## config.mk

```make
export PLATFORM = sky130hd
export DESIGN_NAME = mem_bus_arbiter
export DESIGN_NICKNAME = d
export VERILOG_FILES = /design/src/rtl/mem_bus_arbiter.sv
export SDC_FILE = /design/constraint.sdc
export NUM_CORES = 1
export LEC_CHECK = 0
export CAP_MARGIN = 20
export CORE_UTILIZATION = 40
export DETAILED_ROUTE_END_ITERATION = 6
export PLACE_DENSITY = 0.81
export SETUP_SLACK_MARGIN = 0.4
export SYNTH_ARGS = -nofsm -noshare
export SYNTH_HDL_FRONTEND = slang
export SYNTH_SLANG_ARGS = --single-unit
```

## constraint.sdc

```tcl
create_clock -name clk -period 2.7 [get_ports clk]
set_clock_uncertainty 0.2 [all_clocks]
set_input_delay 0.405 -clock clk [delete_from_list [all_inputs] [get_ports clk]]
set_output_delay 0.405 -clock clk [all_outputs]
set_load 0.02 [all_outputs]
```

## src/rtl/mem_bus_arbiter.sv

```systemverilog
// rtl/mem_bus_arbiter.sv - two-master round-robin arbiter and sequencer for the shared memory bus
module mem_bus_arbiter #(
  parameter int MEM_LAT = 2,
  parameter int AW      = 32,
  parameter int DW      = 32
) (
  input  logic          clk,
  input  logic          rst,

  input  logic          m0_req,
  input  logic [AW-1:0] m0_addr,
  input  logic [DW-1:0] m0_wdata,
  input  logic          m0_rw,
  input  logic [1:0]    m0_size,
  output logic          m0_ack,
  output logic          m0_err,
  output logic [DW-1:0] m0_rdata,

  input  logic          m1_req,
  input  logic [AW-1:0] m1_addr,
  input  logic [DW-1:0] m1_wdata,
  input  logic          m1_rw,
  input  logic [1:0]    m1_size,
  output logic          m1_ack,
  output logic          m1_err,
  output logic [DW-1:0] m1_rdata,

  output logic          mem_en,
  output logic [AW-1:0] mem_addr,
  output logic [DW-1:0] mem_wdata,
  output logic          mem_rw,
  output logic [1:0]    mem_size,
  input  logic [DW-1:0] mem_rdata,

  output logic [1:0]    gnt,
  output logic          busy
);

  // Counter only needs to reach MEM_LAT-1; keep at least one bit for MEM_LAT=1.
  localparam int CW = (MEM_LAT > 1) ? $clog2(MEM_LAT) : 1;
  localparam logic [CW-1:0] CNT_INIT = CW'(MEM_LAT - 1);

  typedef enum logic [1:0] {
    IDLE   = 2'd0,
    ACCESS = 2'd1,
    RESP   = 2'd2
  } state_t;

  state_t        state;
  logic          last;   // master that won the previous grant
  logic          owner;  // master owning the current transaction
  logic [CW-1:0] cnt;

  logic          any_req;
  logic          pick_m1;
  logic [AW-1:0] sel_addr;
  logic [DW-1:0] sel_wdata;
  logic          sel_rw;
  logic [1:0]    sel_size;

  // Round-robin pick: on a tie the master that did not win last time goes next.
  always_comb begin
    any_req   = m0_req | m1_req;
    pick_m1   = (m0_req & m1_req) ? ~last : m1_req;
    sel_addr  = pick_m1 ? m1_addr  : m0_addr;
    sel_wdata = pick_m1 ? m1_wdata : m0_wdata;
    sel_rw    = pick_m1 ? m1_rw    : m0_rw;
    sel_size  = pick_m1 ? m1_size  : m0_size;
  end

  assign busy = (state != IDLE);

  // Transaction sequencer: grant, hold the bus MEM_LAT cycles, then one response cycle.
  always_ff @(posedge clk or negedge rst) begin
    if (!rst) begin
      state     <= IDLE;
      last      <= 1'b1;
      owner     <= 1'b0;
      cnt       <= '0;
      gnt       <= 2'b00;
      mem_en    <= 1'b0;
      mem_addr  <= '0;
      mem_wdata <= '0;
      mem_rw    <= 1'b0;
      mem_size  <= 2'b00;
      m0_ack    <= 1'b0;
      m0_err    <= 1'b0;
      m0_rdata  <= '0;
      m1_ack    <= 1'b0;
      m1_err    <= 1'b0;
      m1_rdata  <= '0;
    end else begin
      case (state)
        IDLE: begin
          if (any_req) begin
            owner <= pick_m1;
            last  <= pick_m1;
            gnt   <= pick_m1 ? 2'b10 : 2'b01;
            if (sel_size == 2'd3) begin
              // Illegal size never touches the bus; answer with err straight away.
              state <= RESP;
              if (pick_m1) m1_err <= 1'b1;
              else         m0_err <= 1'b1;
            end else begin
              state     <= ACCESS;
              cnt       <= CNT_INIT;
              mem_en    <= 1'b1;
              mem_addr  <= sel_addr;
              mem_wdata <= sel_wdata;
              mem_rw    <= sel_rw;
              mem_size  <= sel_size;
            end
          end
        end

        ACCESS: begin
          if (cnt != '0) begin
            cnt <= cnt - 1'b1;
          end else begin
            state     <= RESP;
            mem_en    <= 1'b0;
            mem_addr  <= '0;
            mem_wdata <= '0;
            mem_rw    <= 1'b0;
            mem_size  <= 2'b00;
            if (owner) begin
              m1_ack <= 1'b1;
              if (!mem_rw) m1_rdata <= mem_rdata;
            end else begin
              m0_ack <= 1'b1;
              if (!mem_rw) m0_rdata <= mem_rdata;
            end
          end
        end

        RESP: begin
          state  <= IDLE;
          gnt    <= 2'b00;
          m0_ack <= 1'b0;
          m0_err <= 1'b0;
          m1_ack <= 1'b0;
          m1_err <= 1'b0;
        end

        default: begin
          state <= IDLE;
          gnt   <= 2'b00;
        end
      endcase
    end
  end

endmodule

```

==> qor.csv, run 1 <==
stage,metric,value,unit
worst_setup_path,cp.arrival,1600,ps
route,ant_nets,0,
timing,fmax,452,MHz
clock_network,numCtsBuffers,17,
clock_network,clock-sinks,143,
synth,syn_nets,586,
timing,drv_slew,0,
synth,netlist_area,5990,um^2
route,vias_per_cell,5.11,
synth,synth_area_per_cell,14.4,um^2
timing,hold_viol,0,
clock_network,post_cts_buffers,0,
clock_network,clk_pin_slew,50,ps
worst_setup_path,cp-end-kind,primary output,
hold_path,hold_class,reg2reg,
final_layout,utilization,68.1,%
synth,ys_ff_latch,143,
grt,grt_usage,23.1,%
final_layout,area_growth,65.8,%
grt,antenna_found_initial,0,
grt,grt_pass1_vias,5261,
synth,synth_seq_area_share,59.8,%
timing,tightestPinTransition,748,ps
die,placementRows,44,
grt,grt_overflow,0,
final_layout,nets,896,
route,dr_total_vias,4716,
worst_setup_path,path_class,reg2out,
clock_network,ctsHtreeMaxLevel,4,
placement,port_buffers,308,
worst_setup_path,critPathLaunchType,register,
final_layout,final_common_cell,clkdlybuf4s50_1,
route,remaining_drc_errors,0,
final_layout,drive_above_1_share,14.6,%
die,die_area,15500,um^2
die,die_y,124,um
route,drt-initial-drc-count,195,
final_layout,n_antenna_cell,0,
grt,grt_pass1_wl,27800,um
clock_network,cts_tree,yes,
placement,dp_hpwl,12900,um
worst_setup_path,crit_required,2100,ps
status,outcome,"complete, no violations",
grt,grt_max_degree,144,
timing,setup_violations,0,
route,drt-total-wl,17600,um
die,die-width,124,um
grt,grt_busiest_layer,met2,
grt,use_met3,10.7,%
timing,period_needed,2210,ps
die,initial_core_util,41.0,%
clock_network,cts_buffer_depth,2,
run,max-cap-violations,0,
grt,grtUsageMet1,25.2,%
timing,grt_setup_unrepaired,false,
synth,yosysUniqueCellTypes,28,
worst_setup_path,crit_fanout,8,
worst_setup_path,r2r_slack,610,ps
timing,period_share,81.9,%
die,core_area,14600,um^2
power_and_ir_drop,irDropWorstVdd,0.831,mV
timing,setup_tns,0,ps
route,wl_per_cell,19.1,um
timing,relSlewSlack,50.1,%
grt,grt_use_met2,38.8,%
route,firstDrtPassIters,4,
synth,syn_inst,416,
final_layout,layout_common_cells,"clkdlybuf4s50_1, dfrtp_1, o2bb2ai_1",
clock_network,clock_latency,410,ps
die,ios,309,
power_and_ir_drop,leakagePower,0.00413,uW
placement,gp_congestion,0.787,
power_and_ir_drop,p_per_area,1190,nW/um^2
synth,yosysWarnings,0,
clock_network,root_buffer,clkbuf_16,
-- layer usage --
metal  wire (um)  vias to the layer above
met4         379                        0
met2        8670                      219
met5           0                        -
li1            -                     2177
met3        1810                       32
met1        6740                     2288
-- cells in the mapped netlist, drive strengths merged --
cell type  instances  area (um^2)
a21boi             1         7.51
a21o               1         7.51
a21oi              6         30.0
a22o               1         8.76
a31oi              2         12.5
a41oi              1         8.76
buf               24          135
clkbuf             5         18.8
dfrtp            142         3550
dfstp              1         26.3
inv                4         15.0
mux2              65          736
mux2i             68          681
nand2              7         26.3
nand2b             1         6.26
nor2               6         25.0
nor3               3         15.0
nor4               1         12.5
o211a              2         20.0
o21a               1         7.51
o21ai              4         23.8
o21bai             1         7.51
o2bb2ai           69          604
-- per-stage QoR --
| step | cell area, um^2 | instances | worst slack (ps) | total power [uW] | hold WS [ps] |
|---|---|---|---|---|---|
| after floorplan | 5990 | 416 | 762 | 6590 | -90.6 |
| after global placement | 9320 | 890 | 289 | 9280 | 270 |
| after detailed placement | 9320 | 890 | 236 | 9460 | 273 |
| after CTS | 9920 | 923 | 431 | 11900 | 290 |
| after global routing | 9930 | 923 | 422 | 12300 | 296 |
| final | 9930 | 923 | 490 | 11800 | 284 |
-- path summary, 6_finish.rpt --
check                       startpoint            end  depth (start not counted)
setup / recovery              state[0]           busy                          3
hold / removal             mem_addr[2]    mem_addr[2]                          1
setup reg to reg              state[1]   m0_rdata[12]                          4
hold reg to reg            mem_addr[2]    mem_addr[2]                          1
max in group asynchronous          rst   mem_addr[21]                          3
min in group asynchronous          rst  mem_wdata[23]                          3
-- report_power, final --
| group | total [uW] | leakage, uW | switching [uW] | internal [uW] |
|---|---|---|---|---|
| clock | 2350 | 0.000284 | 872 | 1470 |
| sequential | 3760 | 0.00176 | 622 | 3140 |
| combinational | 5680 | 0.00208 | 2800 | 2880 |
| total | 11800 | 0.00413 | 4290 | 7500 |
-- sequential cells by signal, summed over array words and instances (netlist names), 2 cells and up --
| register | flops |
|---|---|
| gnt | 2 |
| mem_wdata | 32 |
| state | 2 |
| mem_size | 2 |
| m0_rdata | 32 |
| m1_rdata | 32 |
| mem_addr | 32 |
-- cells by family after synthesis --
logic type	after synthesis	share of synthesized area (%)
buffers and inverters	33	2.82
AOI/OAI and AO/OA	89	12.3
muxes	133	23.7
and+or+nand+nor	18	1.42
DFF	143	59.8
-- final cells by class --
class | instances | area [um^2]
clock buffers | 22 | 454
well taps | 184 | 230
clock inverters | 10 | 138
multi-input cells | 240 | 2270
repair buffers | 320 | 3240
fillers | 988 | 4660
flip-flops and latches | 143 | 3580
inverters | 4 | 15.0
-- worst max-delay path: stages (launching register included) --
cell and delay, ps:
dfrtp_1 480, nor2_4 200, inv_1 140, dlygate4sd2_1 370
-- repair_timing --
item,in CTS,in global routing
hold buffers,1,0
endpoints found under the hold margin,142,0
cloned,0,0
endpoints found under the setup margin,1,1
resized for setup,1,1
(Power assumes the default switching activity.)
==> inputs of run 2 (changes only) <==
--- a/config.mk
+++ b/config.mk
@@ -6,9 +6,9 @@
 export NUM_CORES = 1
 export LEC_CHECK = 0
 export CAP_MARGIN = 20
-export CORE_UTILIZATION = 40
+export CORE_UTILIZATION = 36
 export DETAILED_ROUTE_END_ITERATION = 6
-export PLACE_DENSITY = 0.81
+export PLACE_DENSITY = 0.77
 export SETUP_SLACK_MARGIN = 0.4
 export SYNTH_ARGS = -nofsm -noshare
 export SYNTH_HDL_FRONTEND = slang
==> constraint.sdc (replaced) <==
create_clock -name clk -period 1.79 [get_ports clk]
set_clock_uncertainty 0.2 [all_clocks]
set_input_delay 0.2685 -clock clk [delete_from_list [all_inputs] [get_ports clk]]
set_output_delay 0.2685 -clock clk [all_outputs]
set_load 0.02 [all_outputs]
==> run 2 against run 1 <==
  * The run now ends with negative setup slack left
  * Sequential power is 61% higher
  * Flip-flop and latch count stayed put
  * Routed wire length rose by 34%
  * Critical endpoint is now mem_wdata[22]
  * Die area grew 11%
  * Non-clock buffer count increased by 158
  * Final area is 22% higher
  * Worst setup slack got worse by 590 ps
  * Highest routed layer unchanged
  * Critical path type is now reg2reg
==> qor.csv, run 2 (same netlist as run 1, synthesis figures left out) <==
stage,metric,value,unit
power_and_ir_drop,p_comb_share,58.2,%
worst_setup_path,cp-end-kind,register,
route,wl_per_cell,21.2,um
clock_network,clock_latency,420,ps
clock_network,ctsHtreeMaxLevel,4,
hold_path,hold_class,in2async,
die,core_area,16100,um^2
power_and_ir_drop,internal_power,14300,uW
placement,dp_slack,-504,ps
timing,period_share,106,%
worst_setup_path,reg2regPathDepth,6,
route,firstDrtPassIters,5,
timing,period_needed,1890,ps
route,remaining_drc_errors,0,
die,die_area,17200,um^2
grt,grt_overflow,0,
clock_network,root_buffer,clkbuf_16,
worst_setup_path,crit_required,1920,ps
final_layout,layout_common_cells,"clkdlybuf4s50_1, buf_6, dfrtp_1",
worst_setup_path,cp.arrival,2020,ps
final_layout,drive_above_1_share,49.8,%
run,max-cap-violations,0,
power_and_ir_drop,leakagePower,0.00567,uW
timing,hold_viol,0,
route,drt-initial-drc-count,146,
die,initial_core_util,37.3,%
grt,grt_pass1_wl,31100,um
placement,gp_congestion,0.786,
timing,tightestPinTransition,351,ps
power_and_ir_drop,irDropWorstVdd,1.36,mV
timing,setup_ws,-104,ps
power_and_ir_drop,sequentialPowerShare,26.9,%
placement,dp.cells,949,
power_and_ir_drop,p_per_area,1850,nW/um^2
grt,antenna_found_initial,0,
placement,dp_hpwl,13600,um
power_and_ir_drop,switching_share,36.4,%
status,violations,negative setup slack,
route,vias_per_cell,5.03,
final_layout,nets,1055,
timing,fmax,528,MHz
die,die-width,131,um
grt,grt_max_degree,57,
power_and_ir_drop,p_clk_share,14.9,%
clock_network,clock-sinks,143,
die,die_y,131,um
worst_setup_path,r2r_slack,-100,ps
worst_setup_path,critPathLaunchType,register,
final_layout,n_antenna_cell,0,
worst_setup_path,path_class,reg2reg,
timing,grt_setup_unrepaired,true,
clock_network,cts_tree,yes,
worst_setup_path,crit_fanout,19,
clock_network,clk_pin_slew,60,ps
timing,relSlewSlack,76.5,%
die,placementRows,46,
grt,grt_usage,24.7,%
clock_network,numCtsBuffers,17,
status,outcome,"complete, but fails checks",
clock_network,cts_buffer_depth,2,
die,ios,309,
power_and_ir_drop,netSwitchingPower,8180,uW
grt,grt_pass1_vias,5712,
timing,drv_slew,0,
route,dr_total_vias,5587,
route,ant_nets,0,
final_layout,final_common_cell,clkdlybuf4s50_1,
final_layout,area_growth,102,%
final_layout,final_cells,1111,
placement,port_buffers,308,
timing,setup_violations,85,
route,drt-total-wl,23600,um
==> run 2: worst max-delay path: stages (launching register included) <==
cell and delay (ps):
dfstp_2 560, a21boi_4 70, mux2_4 330, o21ai_4 170, buf_12 160, buf_16 160, o2bb2ai_1 140
==> run 2: worst paths after layout <==
kind | endpoint | start
max | mem_wdata[22] | last
min | m0_rdata[11] | rst
max reg2reg | mem_wdata[22] | last
min reg2reg | mem_addr[7] | mem_addr[7]
max in group asynchronous | m0_rdata[4] | rst
min in group clk | mem_wdata[21] | m0_wdata[21]
==> run 2: stage by stage <==
step	instance area, um^2	total power [uW]	TNS (ps)	util [%]	hold slack (ps)
floorplan	6210	10400	-1950	-	-227
global placement	9760	14700	-24810	60.8	-35.3
detailed placement	9760	15000	-29540	60.8	-27.8
CTS	11400	20900	-3410	70.8	92.7
global route	12100	23400	-9110	75.5	102
finish	12100	22500	-4200	75.5	95.9
==> run 2: timing repair <==
item / 4_1_cts / 5_1_grt
buffers inserted: 61 / 58
pin swaps: 4 / 2
gates resized for setup: 909 / 23
setup endpoints to repair: 279 / 280
cloned: 4 / 9
hold buffers: 1 / 0
hold endpoints to repair: 143 / 0
==> run 2: final cells by class <==
cell class | count | area, um^2
sequential | 143 | 3580
tap | 216 | 270
timing repair buffer | 478 | 4950
fill | 941 | 3940
clock buffer | 20 | 467
clock inverter | 9 | 87.6
inverter | 4 | 18.8
multi-input combinational | 241 | 2750
==> run 2: layer usage <==
layer,wire length (um),vias up,global-route usage [%],part of all wire [%]
met5,0,-,0,0
met4,728,0,9.20,3.1
met3,1830,59,8.55,7.7
met2,12700,252,45.3,54
met1,8330,2772,25.8,35
li1,-,2504,-,-
==> run 2: power by group through the flow <==
| stage | registers, uW | clock network (uW) | logic, uW |
|---|---|---|---|
| 4_1_cts | 5940 | 3400 | 11500 |
| 3_3_place_gp | 5630 | 0 | 9070 |
| 5_1_grt | 6160 | 3550 | 13700 |
| 6_report | 6040 | 3360 | 13100 |
| 3_5_place_dp | 5670 | 0 | 9290 |
| 2_1_floorplan | 7310 | 0 | 3120 |
==> inputs of run 3 (changes only) <==
--- a/config.mk
+++ b/config.mk
@@ -9,7 +9,6 @@
 export CORE_UTILIZATION = 36
 export DETAILED_ROUTE_END_ITERATION = 6
 export PLACE_DENSITY = 0.77
-export SETUP_SLACK_MARGIN = 0.4
 export SYNTH_ARGS = -nofsm -noshare
 export SYNTH_HDL_FRONTEND = slang
 export SYNTH_SLANG_ARGS = --single-unit
==> run 3 against run 2 <==
  * Global-route usage down 1.9 points
  * Critical endpoint is now mem_addr[10]
  * First-iteration DRC count down 13%
  * Routed wire length down 14%
  * Combinational power down 27%
  * Flip-flop and latch count unchanged
  * Clock power up 3%
  * Via count down 10%
  * Non-clock buffer count down 112
  * The flow still finishes with violations (negative setup slack)
==> qor.csv, run 3 (same netlist as run 1, synthesis figures left out) <==
stage,metric,value,unit
grt,grt_max_degree,56,
grt,antenna_found_initial,0,
worst_setup_path,crit_required,1910,ps
clock_network,cts_buffer_depth,2,
timing,setup_ws,-92.7,ps
hold_path,hold_class,in2async,
route,wl_per_cell,20.2,um
worst_setup_path,r2r_slack,-90,ps
grt,grt_busiest_layer,met2,
final_layout,stdcell_area,10700,um^2
final_layout,n_antenna_cell,0,
power_and_ir_drop,p_per_area,1740,nW/um^2
placement,dpl_cell_area,9570,um^2
worst_setup_path,slowest_stage,dfstp_2,
clock_network,clk_pin_slew,60,ps
grt,grt_pass1_wl,28800,um
die,initial_core_util,37.3,%
clock_network,root_buffer,clkbuf_16,
timing,relSlewSlack,80.2,%
timing,grt_setup_unrepaired,true,
placement,dp_hpwl,13300,um
grt,grtUsageMet1,24.4,%
die,core_area,16100,um^2
route,firstDrtPassIters,4,
status,violations,negative setup slack,
worst_setup_path,cp.arrival,2000,ps
power_and_ir_drop,irDropWorstVdd,1.06,mV
worst_setup_path,cp-end-kind,register,
clock_network,clock_latency,400,ps
worst_setup_path,slowest_delay,560,ps
timing,timing.hold.ws,85.7,ps
final_layout,nets,942,
die,die_area,17200,um^2
route,ant_nets,0,
timing,period_needed,1880,ps
worst_setup_path,critPathLaunchType,register,
worst_setup_path,path_buf_inv,2,
grt,use_met3,8.79,%
timing,setup_violations,51,
worst_setup_path,crit_fanout,24,
clock_network,ctsHtreeMaxLevel,4,
worst_setup_path,path_cells,a21boi_4 -> mux2_4 -> o21ai_4 -> buf_4 -> buf_12 -> o2bb2ai_1,
final_layout,area_growth,79.0,%
route,vias_per_cell,5.00,
worst_setup_path,r2r_end,mem_addr[10],
route,remaining_drc_errors,0,
clock_network,cts_tree,yes,
power_and_ir_drop,leakagePower,0.00493,uW
final_layout,final_common_cell,clkdlybuf4s50_1,
timing,period_share,105,%
worst_setup_path,r2r_start,last,
die,die-width,131,um
clock_network,clock-sinks,143,
final_layout,regArea,3580,um^2
die,placementRows,46,
final_layout,drive_above_1_share,23.9,%
timing,fmax,531,MHz
die,ios,309,
die,die_y,131,um
timing,drv_slew,0,
route,drt-total-wl,20200,um
placement,dp.cells,940,
grt,grt_overflow,0,
grt,grt_use_met2,41.5,%
worst_setup_path,reg2regPathDepth,6,
route,dr_total_vias,5001,
final_layout,nFillCells,1210,
worst_setup_path,critPathTopFamily,flip-flops,
timing,tightestPinTransition,288,ps
grt,grt_usage,22.8,%
power_and_ir_drop,p_total,18700,uW
status,outcome,"complete, but fails checks",
final_layout,layout_common_cells,"clkdlybuf4s50_1, dfrtp_1, dlygate4sd2_1",
run,max-cap-violations,0,
final_layout,multi_input_area,2570,um^2
placement,gp_congestion,0.749,
placement,port_buffers,308,
clock_network,numCtsBuffers,17,
worst_setup_path,path_class,reg2reg,
grt,grt_pass1_vias,5346,
route,drt-initial-drc-count,127,
final_layout,final_cells,1001,
final_layout,utilization,66.8,%
timing,hold_viol,0,
[run 3: cell types whose count changed in the layout (fill, tap and decap cells not counted), moves of 3 or more]
cell and change:
mux2_4 -30, clkbuf_8 -3, buf_6 -147, buf_4 -104, o2bb2ai_2 -4, dlygate4sd2_1 +137
mux2_2 +30, o2bb2ai_1 +3, clkbuf_16 -3
[run 3: worst max path at each step]
stage,from,end,slack (ps),cells after the start
2_1_floorplan,last,mem_addr[10],-60,7
3_3_place_gp,m1_req,mem_wdata[31],-380,6
5_1_grt,last,mem_addr[15],-170,6
3_5_place_dp,m1_req,mem_addr[10],-460,6
6_report,last,mem_addr[10],-90,6
4_1_cts,last,mem_size[0],-110,7
[run 3: layout make-up]
cell class | instances | area share (%)
Clock buffer | 19 | 4.04
Clock inverter | 13 | 1.30
Inverter | 4 | 0.140
Multi-Input combinational cell | 240 | 24.0
Sequential cell | 143 | 33.4
Tap cell | 216 | 2.52
Timing Repair Buffer | 366 | 34.6
[run 3: timing repair]
item	CTS	global route
hold endpoints to repair	142	0
cloned	7	6
pin swaps	1	1
hold buffers	1	0
setup buffers	18	2
gates resized for setup	182	49
endpoints found under the setup margin	212	132
[run 3: power by group]
group	leakage (uW)	internal, uW	switching [uW]	total (uW)
clock	0.000266	2050	1400	3450
combinational	0.00291	4720	4880	9610
sequential	0.00176	4740	904	5650
[run 3: metal layers]
| layer | up-vias | part of all wire, % | wire length, um |
|---|---|---|---|
| met3 | 22 | 9.4 | 1900 |
| li1 | 2286 | - | - |
| met4 | 0 | 1.4 | 288 |
| met1 | 2487 | 37 | 7500 |
| met2 | 206 | 52 | 10600 |
| met5 | - | 0 | 0 |
[run 3: per-stage QoR]
step                      setup TNS, ps  setup WS, ps
after floorplan                   -1570         -58.9
after global placement           -26460          -380
after detailed placement         -30060          -457
after CTS                         -5620          -115
after global routing              -8220          -167
final                             -2970         -92.7
